<file path="src/rtl/countdown_sequencer.sv">
// Seconds countdown controller driving a tick-enable divider.
// Define COUNTDOWN_AUTORELOAD_EN for periodic reload-on-expiry.
module countdown_sequencer #(
  parameter int WIDTH = 8
) (
  input  logic             clock,
  input  logic             reset_n,
  input  logic             tick_in,
  input  logic             load,
  input  logic [WIDTH-1:0] load_value,
  input  logic             start,
  input  logic             pause,
  input  logic             stop,
  input  logic             fast_req,
  output logic             div_reset,
  output logic             fast_mode,
  output logic [WIDTH-1:0] remaining,
  output logic             running,
  output logic             expired,
  output logic             alarm
);

  typedef enum logic [2:0] {
    IDLE,
    SYNC,
    RUN,
    PAUSED,
    DONE
  } state_t;

  localparam logic [WIDTH-1:0] ZERO = '0;
  localparam logic [WIDTH-1:0] ONE  = WIDTH'(1);

  state_t           state;
  state_t           state_nxt;
  logic [WIDTH-1:0] reload;
  logic [WIDTH-1:0] reload_nxt;
  logic [WIDTH-1:0] rem_nxt;
  logic             expired_nxt;
  logic             fast_nxt;

  always_comb begin
    state_nxt   = state;
    reload_nxt  = reload;
    rem_nxt     = remaining;
    expired_nxt = 1'b0;
    fast_nxt    = fast_mode;
    unique case (state)
      IDLE: begin
        if (stop) begin
          rem_nxt = reload;
        end else if (load) begin
          reload_nxt = load_value;
          rem_nxt    = load_value;
        end else if (start && remaining != ZERO) begin
          state_nxt = SYNC;
        end
      end
      SYNC: begin
        fast_nxt  = fast_req;
        state_nxt = RUN;
      end
      RUN: begin
        if (stop) begin
          rem_nxt   = reload;
          state_nxt = IDLE;
        end else if (tick_in && remaining == ONE) begin
          // Expiry overrides a same-cycle pause.
          expired_nxt = 1'b1;
`ifdef COUNTDOWN_AUTORELOAD_EN
          rem_nxt   = reload;
          state_nxt = (reload != ZERO) ? SYNC : IDLE;
`else
          rem_nxt   = ZERO;
          state_nxt = DONE;
`endif
        end else begin
          if (tick_in && remaining != ZERO)
            rem_nxt = remaining - ONE;
          if (pause)
            state_nxt = PAUSED;
        end
      end
      PAUSED: begin
        if (stop) begin
          rem_nxt   = reload;
          state_nxt = IDLE;
        end else if (start) begin
          state_nxt = SYNC;
        end
      end
      DONE: begin
        if (stop) begin
          rem_nxt   = reload;
          state_nxt = IDLE;
        end else if (load) begin
          reload_nxt = load_value;
          rem_nxt    = load_value;
          state_nxt  = IDLE;
        end else if (start) begin
          rem_nxt   = reload;
          state_nxt = (reload != ZERO) ? SYNC : IDLE;
        end
      end
      default: begin
        state_nxt = IDLE;
      end
    endcase
  end

  always_ff @(posedge clock) begin
    if (!reset_n) begin
      state     <= IDLE;
      reload    <= ZERO;
      remaining <= ZERO;
      div_reset <= 1'b1;
      fast_mode <= 1'b0;
      running   <= 1'b0;
      expired   <= 1'b0;
      alarm     <= 1'b0;
    end else begin
      state     <= state_nxt;
      reload    <= reload_nxt;
      remaining <= rem_nxt;
      fast_mode <= fast_nxt;
      expired   <= expired_nxt;
      div_reset <= (state_nxt == SYNC);
      running   <= (state_nxt == SYNC) || (state_nxt == RUN);
      alarm     <= (state_nxt == DONE);
    end
  end

endmodule

</file>
<file path="config.mk">
export PLATFORM = sky130hd
export DESIGN_NAME = countdown_sequencer
export DESIGN_NICKNAME = d
export VERILOG_FILES = /design/src/rtl/countdown_sequencer.sv
export SDC_FILE = /design/constraint.sdc
export NUM_CORES = 1
export LEC_CHECK = 0
export CAP_MARGIN = 20
export CORE_UTILIZATION = 40
export DETAILED_ROUTE_END_ITERATION = 16
export GPL_TIMING_DRIVEN = 0
export PLACE_DENSITY_LB_ADDON = 0.12
export SYNTH_ARGS = -nofsm -noshare
export SYNTH_HDL_FRONTEND = slang
export SYNTH_SLANG_ARGS = --single-unit
</file>
<file path="constraint.sdc">
create_clock -name clock -period 2.8 [get_ports clock]
set_clock_uncertainty 0.1 [all_clocks]
set_input_delay 0.56 -clock clock [delete_from_list [all_inputs] [get_ports clock]]
set_output_delay 0.56 -clock clock [all_outputs]
set_load 0.01 [all_outputs]
</file>
==> summary.txt <==
Finish
  • # diodes: 0
  • Filler cells: between 300 and 400
  • Most frequent cells in the layout: nand2_1, clkdlybuf4s50_1, dfxtp_1
  • Final net count: approximately 250
  • Most common cell after layout, fill and taps aside: nand2_1
  • Area growth, synth to finish: 24.2%
  • Share of layout cells above drive strength 1: under 10%

STA
  • Final Max Tran Viols: 0
  • Number of setup violations in the final report: 0
  • Hold slack: 0.398 ns
  • Post-layout min period: around 2.7 ns
  • Tcrit/Tclk final: between 90% and 100%
  • Fmax: 374 MHz
  • Slew @ Worst Pin: approximately 0.8 ns
  • Final Hold Fails: 0
  • RSZ-0062 raised after global routing: no
  • Setup ws final: approximately 0.13 ns
  • Rel. slew slack: 46.3%

Yosys
  • Register area share after synthesis: about 30%
  • Post-synth EDFFs: 0
  • Post-synthesis register bit count: 24
  • Synth Warn #: 0
  • Gate Count Post-Synth: roughly 200
  • Top cells by area, synth: dfxtp_1, nand2_1, mux2i_1
  • Synth Area per Inst: between 8 and 9 um^2
  • Ys flop type: dfxtp_1
  • Post-Synthesis Net Count: between 200 and 250
  • Syn Std Cell Area: 1590 um^2
  • Dominant cell type by area after synthesis: dfxtp_1
  • Cell variety after synth: 54
  • Post-synth top area share: 30.1%
  • Post-synth ARST share: 0%

Pwr
  • PD cells: about 430 nW/um^2
  • Combinational group share of total power: a little over a quarter
  • Clock network fraction of design power: between 20% and 30%
  • Sw Ratio: between 20% and 30%
  • Int Power: 596 uW
  • Leak Pwr: ~0.75 nW
  • Max VDD drop: 0.206 mV
  • Register share of total power: between 40% and 50%
  • Psw: about 250 uW

Critical path
  • CP Max Fanout: 5
  • Slowest Stage Delay on Critical Path: roughly 0.72 ns
  • Data required time of the worst path: a little under 3 ns
  • Slowest cell on crit path: nor4bb_1
  • Worst R2R End: running
  • CP arrival: about 2.8 ns
  • RR Startpoint: remaining[1]
  • WS Path Type: in -> reg
  • R2R depth: 7
  • Crit path from: tick_in
  • CP startpoint kind: input port
  • Setup crit end kind: register
  • Reg2reg setup slack: about 0.35 ns
  • Crit path cell chain: clkdlybuf4s50_1, nor4bb_1, a21oi_2, nand2_1, or4b_1, a21oi_1

Hold path
  • Critical hold path startpoint: reload[4]
  • Hold depth: 2
  • Hold Path Class: reg -> reg
  • WHS Endpoint: reload[4]

Placement
  • Port buffer count: 27
  • GPL Wtd Cong: about 0.86
  • HPWL Detailed: roughly 3300 um
  • Post-Place Setup Slack: -0.00952 ns

Drt
  • Drt wl/cell: approximately 16 um
  • DRT Pass-1 Iters: 4
  • Final wirelength: around 4300 um
  • Via count: around 1600
  • Detailed-route DRC error count: 0
  • Drt initial violations: 86
  • Remaining antenna violation count: 0
  • Vias/cell: around 5.8

CTS
  • Clock tree root buffer cell: clkbuf_8
  • CTS Hold Bufs: 0
  • Clk sinks: 24
  • Post-CTS setup buffer count: 0
  • CTS tree: built
  • CTS Buf Count: 3
  • H-Tree Depth: 1
  • PostCTS Resize Cnt: 0
  • Skew-Pair Late Insertion Delay: roughly 0.27 ns
  • Clock Path Buffers: 2
  • Reg clk slew, reported paths: approximately 0.08 ns

Die
  • Die Span X: ~65 um
  • Site Rows: 22
  • IO Count: 29
  • Area of the core: 3740 um^2
  • Full die area: roughly 4200 um^2
  • Initial Util: about 43%
  • Die Y-Extent: approximately 65 um

Run
  • Max-Cap Viols: 0

Global routing
  • Total track usage: between 20% and 30%
  • Largest net degree at the start of global routing: 14
  • Initial antenna violation count: 0
  • Aggregate global routing overflow: 0
  • First-pass GRT wire length: approximately 7200 um
  • Vias in the first global route: approximately 1500

Status
  • Status: completed
-- critical path: cells and delay by family --
kind | cells | cell delay (ns)
simple gates | 3 | 1.29
buf+inv | 1 | 0.53
compound gates | 2 | 0.38
-- state kept, by name, summed over array words and instances, names as in the netlist --
name,count
reload,8
remaining,8
state,3
alarm,1
div_reset,1
expired,1
fast_mode,1
running,1
-- metrics by stage --
| stage | instance area [um^2] | setup TNS (ns) | total power, mW | util, % | cells |
|---|---|---|---|---|---|
| 6_report | 1980 | 0 | 0.846 | 52.9 | 277 |
| 5_1_grt | 1980 | 0 | 0.896 | 52.9 | 277 |
| 4_1_cts | 1980 | 0 | 0.856 | 52.9 | 277 |
| 3_5_place_dp | 1920 | -0.0126 | 0.614 | 51.4 | 273 |
| 3_3_place_gp | 1920 | -0.0926 | 0.611 | 51.4 | 273 |
| 2_1_floorplan | 1590 | 0 | 0.528 | - | 198 |
-- synth_stat cells, drive strengths merged, types with 2 or more instances --
master and count:
ha 3, xnor2 2, o221ai 2, buf 4, clkbuf 8, o21ai 10
a21boi 8, nor2 12, mux2i 10, a221o 2, dfxtp 24, a21oi 14
nor2b 8, o211ai 2, a211oi 2, or4b 3, nor3 3, a32oi 2
nor4 4, nand2b 3, a32o 6, nand2 35, inv 5, nand3 2
or4 3
-- layout make-up --
type	count	area, um^2	area share, %
Tap cell	48	60.1	3.03
Multi-Input combinational cell	157	1040	52.5
Timing Repair Buffer	27	270	13.7
Clock buffer	4	55.1	2.78
Buffer	12	56.3	2.84
Sequential cell	24	480	24.3
Inverter	5	18.8	0.948
-- power by group through the flow --
| stage | clock (mW) | combinational [mW] | sequential (mW) |
|---|---|---|---|
| final | 0.238 | 0.223 | 0.385 |
| after global routing | 0.264 | 0.243 | 0.389 |
| after CTS | 0.249 | 0.222 | 0.385 |
| after detailed placement | 0 | 0.220 | 0.393 |
| after global placement | 0 | 0.219 | 0.392 |
| after floorplan | 0 | 0.135 | 0.393 |
-- logic make-up after synthesis --
kind of cell | count (synthesis) | share of synthesized area, %
flip-flops | 24 | 30.1
AO/OA/AOI/OAI | 60 | 27.6
XOR/XNOR | 2 | 1.10
buffers and inverters | 17 | 4.71
AND/OR/NAND/NOR | 81 | 27.2
multiplexers | 11 | 6.99
adder cells (fa/ha/maj) | 3 | 2.36
-- worst max path at each step --
stage / endpoint
2_1_floorplan: remaining[7]
3_3_place_gp: running
3_5_place_dp: remaining[3]
4_1_cts: running
5_1_grt: running
6_report: running
-- per-layer routing --
metal	global-route usage [%]	part of all wire [%]
met4	7.61	1.8
met3	2.60	3.7
met5	0	0
met2	33.5	44
met1	31.8	51
Power figures use the tool's default switching activity.
